File: config.mk
export PLATFORM = sky130hd
export DESIGN_NAME = booth_mul_scheduler
export DESIGN_NICKNAME = d
export VERILOG_FILES = /design/src/rtl/booth_mul_scheduler.sv
export SDC_FILE = /design/constraint.sdc
export NUM_CORES = 1
export LEC_CHECK = 0
export ABC_CLOCK_PERIOD_IN_PS = 1700
export CAP_MARGIN = 5
export CORE_ASPECT_RATIO = 0.5
export CORE_MARGIN = 4
export CORE_UTILIZATION = 29
export DETAILED_ROUTE_END_ITERATION = 12
export PLACE_DENSITY_LB_ADDON = 0.15
export SETUP_SLACK_MARGIN = 0.05
export SLEW_MARGIN = 25
export SYNTH_ARGS = -nofsm -noshare
export SYNTH_HDL_FRONTEND = slang
export SYNTH_SLANG_ARGS = --single-unit
File: constraint.sdc
create_clock -name i_clk -period 1.7 [get_ports i_clk]
set_input_delay 0.34 -clock i_clk [delete_from_list [all_inputs] [get_ports i_clk]]
set_output_delay 0.34 -clock i_clk [all_outputs]
set_load 0.03 [all_outputs]
File: src/rtl/booth_mul_scheduler.sv
// Round-robin front end that shares one start/done Booth multiplier among N_REQ
// requesters and returns tagged signed products, with a watchdog on the wait.
module booth_mul_scheduler #(
  parameter int N_REQ   = 2,
  parameter int ID_W    = 1,
  parameter int TIMEOUT = 32
) (
  input  logic               i_clk,
  input  logic               i_rst,
  input  logic [N_REQ-1:0]   i_req_valid,
  output logic [N_REQ-1:0]   o_req_ready,
  input  logic [4*N_REQ-1:0] i_req_a,
  input  logic [4*N_REQ-1:0] i_req_b,
  output logic               o_rsp_valid,
  input  logic               i_rsp_ready,
  output logic [ID_W-1:0]    o_rsp_id,
  output logic [7:0]         o_rsp_data,
  output logic               o_rsp_err,
  output logic               o_busy,
  output logic               o_mul_start,
  output logic [4:0]         o_mul_op1,
  output logic [3:0]         o_mul_op2,
  input  logic               i_mul_done,
  input  logic [4:0]         i_mul_acc,
  input  logic [4:0]         i_mul_q
);

  localparam int unsigned NR    = N_REQ;
  localparam int          CNT_W = $clog2(TIMEOUT);

  typedef enum logic [1:0] {IDLE, ISSUE, WAIT, RESP} state_t;

  state_t           state;
  logic [ID_W-1:0]  last;
  logic [CNT_W-1:0] count;

  logic             found;
  logic [ID_W-1:0]  grant_id;
  logic [3:0]       grant_a;
  logic [3:0]       grant_b;
  logic [N_REQ-1:0] pick;

  // Only the low nibbles of ACC/Q form the 8-bit product.
  logic mul_unused;
  assign mul_unused = ^{i_mul_acc[4], i_mul_q[4]};

  // Round-robin: lowest valid index above last wins, otherwise wrap to the
  // lowest valid index at or below last.
  always_comb begin
    found    = 1'b0;
    grant_id = '0;
    grant_a  = '0;
    grant_b  = '0;
    pick     = '0;
    for (int unsigned j = 0; j < NR; j++) begin
      if (!found && i_req_valid[j] && j > 32'(last)) begin
        found    = 1'b1;
        grant_id = ID_W'(j);
        grant_a  = i_req_a[4*j +: 4];
        grant_b  = i_req_b[4*j +: 4];
        pick[j]  = 1'b1;
      end
    end
    for (int unsigned j = 0; j < NR; j++) begin
      if (!found && i_req_valid[j] && j <= 32'(last)) begin
        found    = 1'b1;
        grant_id = ID_W'(j);
        grant_a  = i_req_a[4*j +: 4];
        grant_b  = i_req_b[4*j +: 4];
        pick[j]  = 1'b1;
      end
    end
    o_req_ready = (state == IDLE) ? pick : '0;
  end

  // The op registers double as the operand holding registers and last
  // doubles as the ID of the job in flight.
  always_ff @(posedge i_clk) begin
    if (i_rst) begin
      state       <= IDLE;
      last        <= ID_W'(N_REQ - 1);
      count       <= '0;
      o_rsp_valid <= 1'b0;
      o_rsp_err   <= 1'b0;
      o_rsp_id    <= '0;
      o_rsp_data  <= '0;
      o_mul_start <= 1'b0;
      o_mul_op1   <= '0;
      o_mul_op2   <= '0;
      o_busy      <= 1'b0;
    end else begin
      case (state)
        IDLE: begin
          if (found) begin
            o_mul_op1   <= {grant_a[3], grant_a};
            o_mul_op2   <= grant_b;
            last        <= grant_id;
            o_mul_start <= 1'b1;
            o_busy      <= 1'b1;
            state       <= ISSUE;
          end
        end
        ISSUE: begin
          o_mul_start <= 1'b0;
          count       <= '0;
          state       <= WAIT;
        end
        WAIT: begin
          count <= count + CNT_W'(1);
          if (i_mul_done) begin
            o_rsp_data  <= {i_mul_acc[3:0], i_mul_q[3:0]};
            o_rsp_err   <= 1'b0;
            o_rsp_id    <= last;
            o_rsp_valid <= 1'b1;
            state       <= RESP;
          end else if (count == CNT_W'(TIMEOUT - 1)) begin
            o_rsp_data  <= '0;
            o_rsp_err   <= 1'b1;
            o_rsp_id    <= last;
            o_rsp_valid <= 1'b1;
            state       <= RESP;
          end
        end
        RESP: begin
          if (i_rsp_ready) begin
            o_rsp_valid <= 1'b0;
            o_busy      <= 1'b0;
            state       <= IDLE;
          end
        end
        default: state <= IDLE;
      endcase
    end
  end

endmodule

==> results of run 1 <==
## sequential cells by signal, indices dropped and copies added, names as in the netlist
name / flops
count: 5
last: 1
o_busy: 1
o_mul_op1: 4
o_mul_op2: 4
o_mul_start: 1
o_rsp_data: 8
o_rsp_err: 1
o_rsp_id: 1
o_rsp_valid: 1
state: 2
## metal layers
layer / GRT usage, % / wire length, microns / vias to the layer above / part of all wire, %
met3: 5.53 / 313 / 2 / 9.0
met4: 2.80 / 19 / 0 / 0.55
met5: 0 / 0 / - / 0
li1: - / - / 626 / -
met2: 20.0 / 1600 / 35 / 46
met1: 14.4 / 1530 / 585 / 44
## per-stage QoR
step / cells / utilization, % / hold WS, ps
after floorplan: 136 / - / 444
after global placement: 246 / 47.0 / 447
after detailed placement: 246 / 47.0 / 448
after CTS: 254 / 49.5 / 469
after global routing: 254 / 51.1 / 478
final: 254 / 51.1 / 459
## what timing repair did
action | in CTS | in global routing
setup endpoints to repair | 8 | 22
resized for setup | 9 | 21
pin swaps | 0 | 1
hold endpoints to repair | 0 | 0
buffers inserted | 0 | 0
## synthesized netlist by cell type (2+ instances only)
| master | instances | area, sq um |
|---|---|---|
| o21a_1 | 2 | 15.0 |
| a32oi_1 | 9 | 78.8 |
| o2bb2ai_1 | 8 | 70.1 |
| a21oi_1 | 9 | 45.0 |
| mux2i_1 | 2 | 20.0 |
| dfxtp_1 | 29 | 581 |
| o21ai_0 | 5 | 25.0 |
| buf_2 | 6 | 30.0 |
| and3_1 | 2 | 12.5 |
| nand2b_1 | 5 | 31.3 |
| nand2_1 | 5 | 18.8 |
| inv_1 | 5 | 18.8 |
| nor2_1 | 13 | 48.8 |
| and2_1 | 2 | 12.5 |
| nand3_1 | 3 | 15.0 |
| ha_1 | 6 | 75.1 |
| a22oi_1 | 8 | 60.1 |
## final cells by class
type	count	area share [%]
Sequential cell	29	27.8
Clock inverter	1	0.239
Timing Repair Buffer	64	30.6
Inverter	5	0.896
Tap cell	54	3.22
Clock buffer	7	4.60
Multi-Input combinational cell	94	32.6
## power by group through the flow
| stage | logic, mW | registers, mW | clock network, mW |
|---|---|---|---|
| 2_1_floorplan | 0.617 | 1.10 | 0 |
| 3_3_place_gp | 1.29 | 0.919 | 0 |
| 3_5_place_dp | 1.30 | 0.922 | 0 |
| 4_1_cts | 1.30 | 0.908 | 0.649 |
| 5_1_grt | 1.45 | 0.931 | 0.684 |
| 6_report | 1.32 | 0.910 | 0.620 |
## cell families after synthesis
logic type      Yosys count
compound gates           46
simple gates             39
buf+inv                  13
flops                    29
mux                       3
fa+ha+maj                 6
## path summary, 6_finish.rpt
kind	to	from	slack [ps]	depth (start not counted)
worst min register to register	o_mul_op2[2]	o_mul_op2[2]	460	1
worst max register to register	o_rsp_valid	count[0]	120	6
worst min-delay path	o_mul_op2[2]	o_mul_op2[2]	460	1
worst max-delay path	o_rsp_data[2]	o_rsp_data[2]	90	1
==> impl_results.md, run 1 <==
* Status: finished clean
* Sw Share at 37.9%
* CTS tree: built
* Die Wd at about 100 microns
* Routed Antenna Nets at 0
* Clock skew at 4.43 ps
* CTS H-tree lvls at 2
* Design Area, Final at about 0.0021 sq mm
* Post-synthesis mux area share at 2.42%
* Final hold viol count at 0
* Tcrit/Tclk final at between 90% and 100%
* Critical path's top delay family: buffers and inverters
* CTS Sinks at 29
* Number of synthesized register bits at 29
* CTS Root Buffer Type: clkbuf_8
* Simple-gate share of the synthesized area at 15.8%
* Lkg Pwr at roughly 1.0 nW
* Critical path class: reg -> out
* Diodes inserted at 0
* Post-Synthesis Cell Area at 0.00129 sq mm
* Clock Power Share at 21.8%
* DRT iter0 DRCs at 32
* CORE AREA at just over 0.004 sq mm
* Worst path cell trace: clkdlybuf4s50_1
* Syn_area_per_cell at ~9.5 sq um
* # IOs at 56
* Gpl congestion at 0.736
* NumNets Final at 237
* Compound-Gate Fraction of Synth Area at between 20% and 30%
* Synth unique cells at 34
* Commonest non-fill, non-tap cells in the layout: clkdlybuf4s50_1 (30), dfxtp_1 (27), dlymetal6s2s_1 (15)
* Largest net degree at the start of global routing at 13
* Multi-input gate area at 683 sq um
* Rel. slew slack at 75.6%
* Peak VDD IR at 0.000380 V
* Fillers at 385
* Drt total wl at 3.46 mm
* Detailed Place HPWL at 2.46 mm
* Post-route setup slack at around 92 ps
* Drt pass-1 iters at 4
* Top FF cell, synth: dfxtp_1
* Die Ht at 55.3 microns
* Vias in the first global route at 1252
* Setup TNS at 0 ps
* Clock-pin slew on the worst setup and hold paths at 60 ps
* Type of origin of the critical path: flop
* FFs w/ async S/R, synth at 0%
* Ys Warns at 0
* Largest stage delay, worst path at 670 ps
* Logic pwr share at 46.3%
* Area Growth Syn to Fin at 61.8%
* Dpl ws at -34.7 ps
* Routed via count at about 1200
* WP data arrival at 1270 ps
* Synth Area in XOR/XNOR at 0%
* Synthesized netlist cell count at 136
* Capturing element type of the critical path: primary output
* CP max stage cell: clkdlybuf4s50_1
* Via/cell ratio at 4.91
* Max Cap Viol at 0
* Sequential Area at 583 sq um
* Sequential area share after synthesis at 44.8%
* Buffers & Inverters on Critical Path at 1
* Count of final setup violators at 0
* Wirelength per Cell at 13.6 microns
* Synthesized Nets at 174
* P_sw at about 1.1 mW
* Max Fclk at 622 MHz
* Slew @ Worst Pin at 365 ps
* Slew Viols, Final at 0
* Cts bufs inserted at 5
* Seq pwr share at between 30% and 40%
* CTS max path bufs at 2
* GRT Total Usage at 12.1%
* Largest family of logic cells by synthesized area: compound AO/OA/AOI/OAI gates
* Clock Latency Late Sink at 270 ps
* Port Buf Inserts at 53
* First-pass GRT wire length at roughly 5.5 mm
* Cell-internal power at 1.77 mW
* Synth Area in Adders at 5.80%
* EDFF count, synth at 0
* Minimum clock period at 1610 ps
* Initial Util at between 30% and 40%
* Antenna violations before repair at 0
* Commonest non-fill, non-tap cell in the layout: clkdlybuf4s50_1
* # rows at 16
* Total power at 2.85 mW
* Layout cells sized above 1 at 17.0%
* RSZ-0062 raised after global routing: yes
* DRC viols at 0
* Grt ovf at 0
* Critical Path RT at 1360 ps
* HP Class: reg -> reg
* Power Dens Cells at ~1400 mW/mm^2
* Area of the die at 0.00566 sq mm
* Area of placed instances at around 0.0019 sq mm
* Hold_buf cts at 0
* Worst Path Max Fanout at 2
(Power assumes the default switching activity.)
==> inputs of run 2 (changes only) <==
--- a/config.mk
+++ b/config.mk
@@ -12,6 +12,7 @@
 export CORE_UTILIZATION = 29
 export DETAILED_ROUTE_END_ITERATION = 12
 export PLACE_DENSITY_LB_ADDON = 0.15
+export RECOVER_POWER = 100
 export SETUP_SLACK_MARGIN = 0.05
 export SLEW_MARGIN = 25
 export SYNTH_ARGS = -nofsm -noshare
==> impl_results.md, run 2 (synthesis results as in run 1) <==
* Die Ht at between 50 and 60 microns
* CTS H-tree lvls at 2
* # IOs at 56
* HP Class: reg -> reg
* Slew Viols, Final at 0
* Peak VDD IR at 0.000369 V
* First-pass GRT wire length at around 5.5 mm
* NumNets Final at 237
* CTS Sinks at 29
* Commonest non-fill, non-tap cell in the layout: clkdlybuf4s50_1
* Type of origin of the critical path: flop
* Fin cells at 254
* Fillers at ~420
* Slew @ Worst Pin at 575 ps
* # rows at 16
* Status: finished clean
* Max Fclk at 616 MHz
* Largest net degree at the start of global routing at 13
* Reg2reg end: o_rsp_valid
* RSZ-0062 raised after global routing: yes
* CTS max path bufs at 2
* Minimum clock period at 1620 ps
* Wirelength per Cell at 13.7 microns
* Setup TNS at 0 ps
* Worst Path Max Fanout at 5
* Detailed Place HPWL at ~2.5 mm
* Vias in the first global route at roughly 1300
* Placed insts at ~250
* Tcrit/Tclk final at 95.4%
* Lkg Pwr at between 0.7 and 0.8 nW
* Final hold viol count at 0
* Routed via count at roughly 1200
* Port Buf Inserts at 53
* Hold path cells at 1
* Routed Antenna Nets at 0
* Clock Latency Late Sink at 270 ps
* WP data arrival at about 1800 ps
* CTS Root Buffer Type: clkbuf_8
* Flop-to-flop setup slack at 80 ps
* Cts bufs inserted at 5
* Hold_sp: o_mul_op2[2]
* Via/cell ratio at 4.89
* Max Cap Viol at 0
* Gpl congestion at around 0.74
* Critical Path RT at 1870 ps
* Hold EP: o_mul_op2[2]
* Largest registers: o_rsp_data (8), count (5)
* Reg-to-Reg Start: count[0]
* R2R cell count at 6
* DRT iter0 DRCs at 31
* DRC viols at 0
* Max FFs per register at 8
* Drt total wl at 3.47 mm
* Area of the die at 0.00566 sq mm
* Drt pass-1 iters at 4
* Grt ovf at 0
* Die Wd at 103 microns
* Power Dens Cells at between 1000 and 1500 mW/mm^2
* Layout cells sized above 1 at 14.5%
* Diodes inserted at 0
* Capturing element type of the critical path: flop
* Area Growth Syn to Fin at 50.5%
* Rel. slew slack at 61.5%
* Biggest register: o_rsp_data
* Count of final setup violators at 0
* CTS tree: built
* Clock-pin slew on the worst setup and hold paths at 60 ps
* Clock skew at 4.03 ps
* Initial Util at between 30% and 40%
* Postcts setup bufs at 0
* Commonest non-fill, non-tap cells in the layout: clkdlybuf4s50_1 (30), dfxtp_1 (27), clkbuf_1 (16)
* CORE AREA at 0.00410 sq mm
* GRT Total Usage at 12.1%
* Antenna violations before repair at 0
* Critical path class: reg -> reg
run 2: worst max path at each step:
stage          cells past startpoint            from             end  slack [ps]
2_1_floorplan                      6        count[0]        o_rsp_id         140
3_3_place_gp                       5  i_req_valid[1]    o_mul_op2[3]          -9
3_5_place_dp                       5  i_req_valid[1]    o_mul_op2[2]         -30
4_1_cts                            4        state[0]  o_req_ready[0]          30
5_1_grt                            4        state[0]  o_req_ready[0]          20
6_report                           6        count[0]     o_rsp_valid          80
run 2: area by class of cell:
class / instances / area [sq um] / share of cell area (%)
clock buffer: 7 / 96.3 / 4.94
clock inverter: 1 / 5.00 / 0.257
inverter: 5 / 18.8 / 0.963
multi-input combinational: 94 / 672 / 34.5
sequential: 29 / 583 / 29.9
tap: 54 / 67.6 / 3.47
timing repair buffer: 64 / 507 / 26.0
run 2: per-stage QoR:
step	instance area, sq um	power (mW)	hold slack, ps	utilization [%]	worst slack, ps
after floorplan	1290	1.72	444	-	145
after global placement	1930	2.20	447	47.0	-9.34
after detailed placement	1930	2.22	448	47.0	-34.7
after CTS	2030	2.85	469	49.5	33.0
after global routing	1950	2.98	484	47.5	21.5
final	1950	2.77	464	47.5	77.8
run 2: critical path: stages, from the launching register on:
cell and delay, ps:
dfxtp_1 330, ha_1 230, and3_1 210, ha_4 180
or3_1 300, a32oi_1 210, nor2_1 50
run 2: repair_timing:
action / 4_1_cts / 5_1_grt
pin swaps: 0 / 1
setup endpoints to repair: 8 / 22
gates resized for setup: 9 / 21
hold buffers: 0 / 0
run 2: report_power, final:
part / internal [mW] / total (mW) / switching (mW)
Clock: 0.365 / 0.619 / 0.254
Sequential: 0.822 / 0.912 / 0.0901
Combinational: 0.503 / 1.24 / 0.737
run 2: layer usage:
layer | share of wire, % | routed length [microns] | vias to the layer above | GRT usage, %
met1 | 45 | 1550 | 576 | 14.4
met4 | 0.55 | 19 | 0 | 2.80
li1 | - | - | 626 | -
met3 | 9.3 | 323 | 2 | 5.53
met2 | 45 | 1580 | 39 | 20.0
met5 | 0 | 0 | - | 0
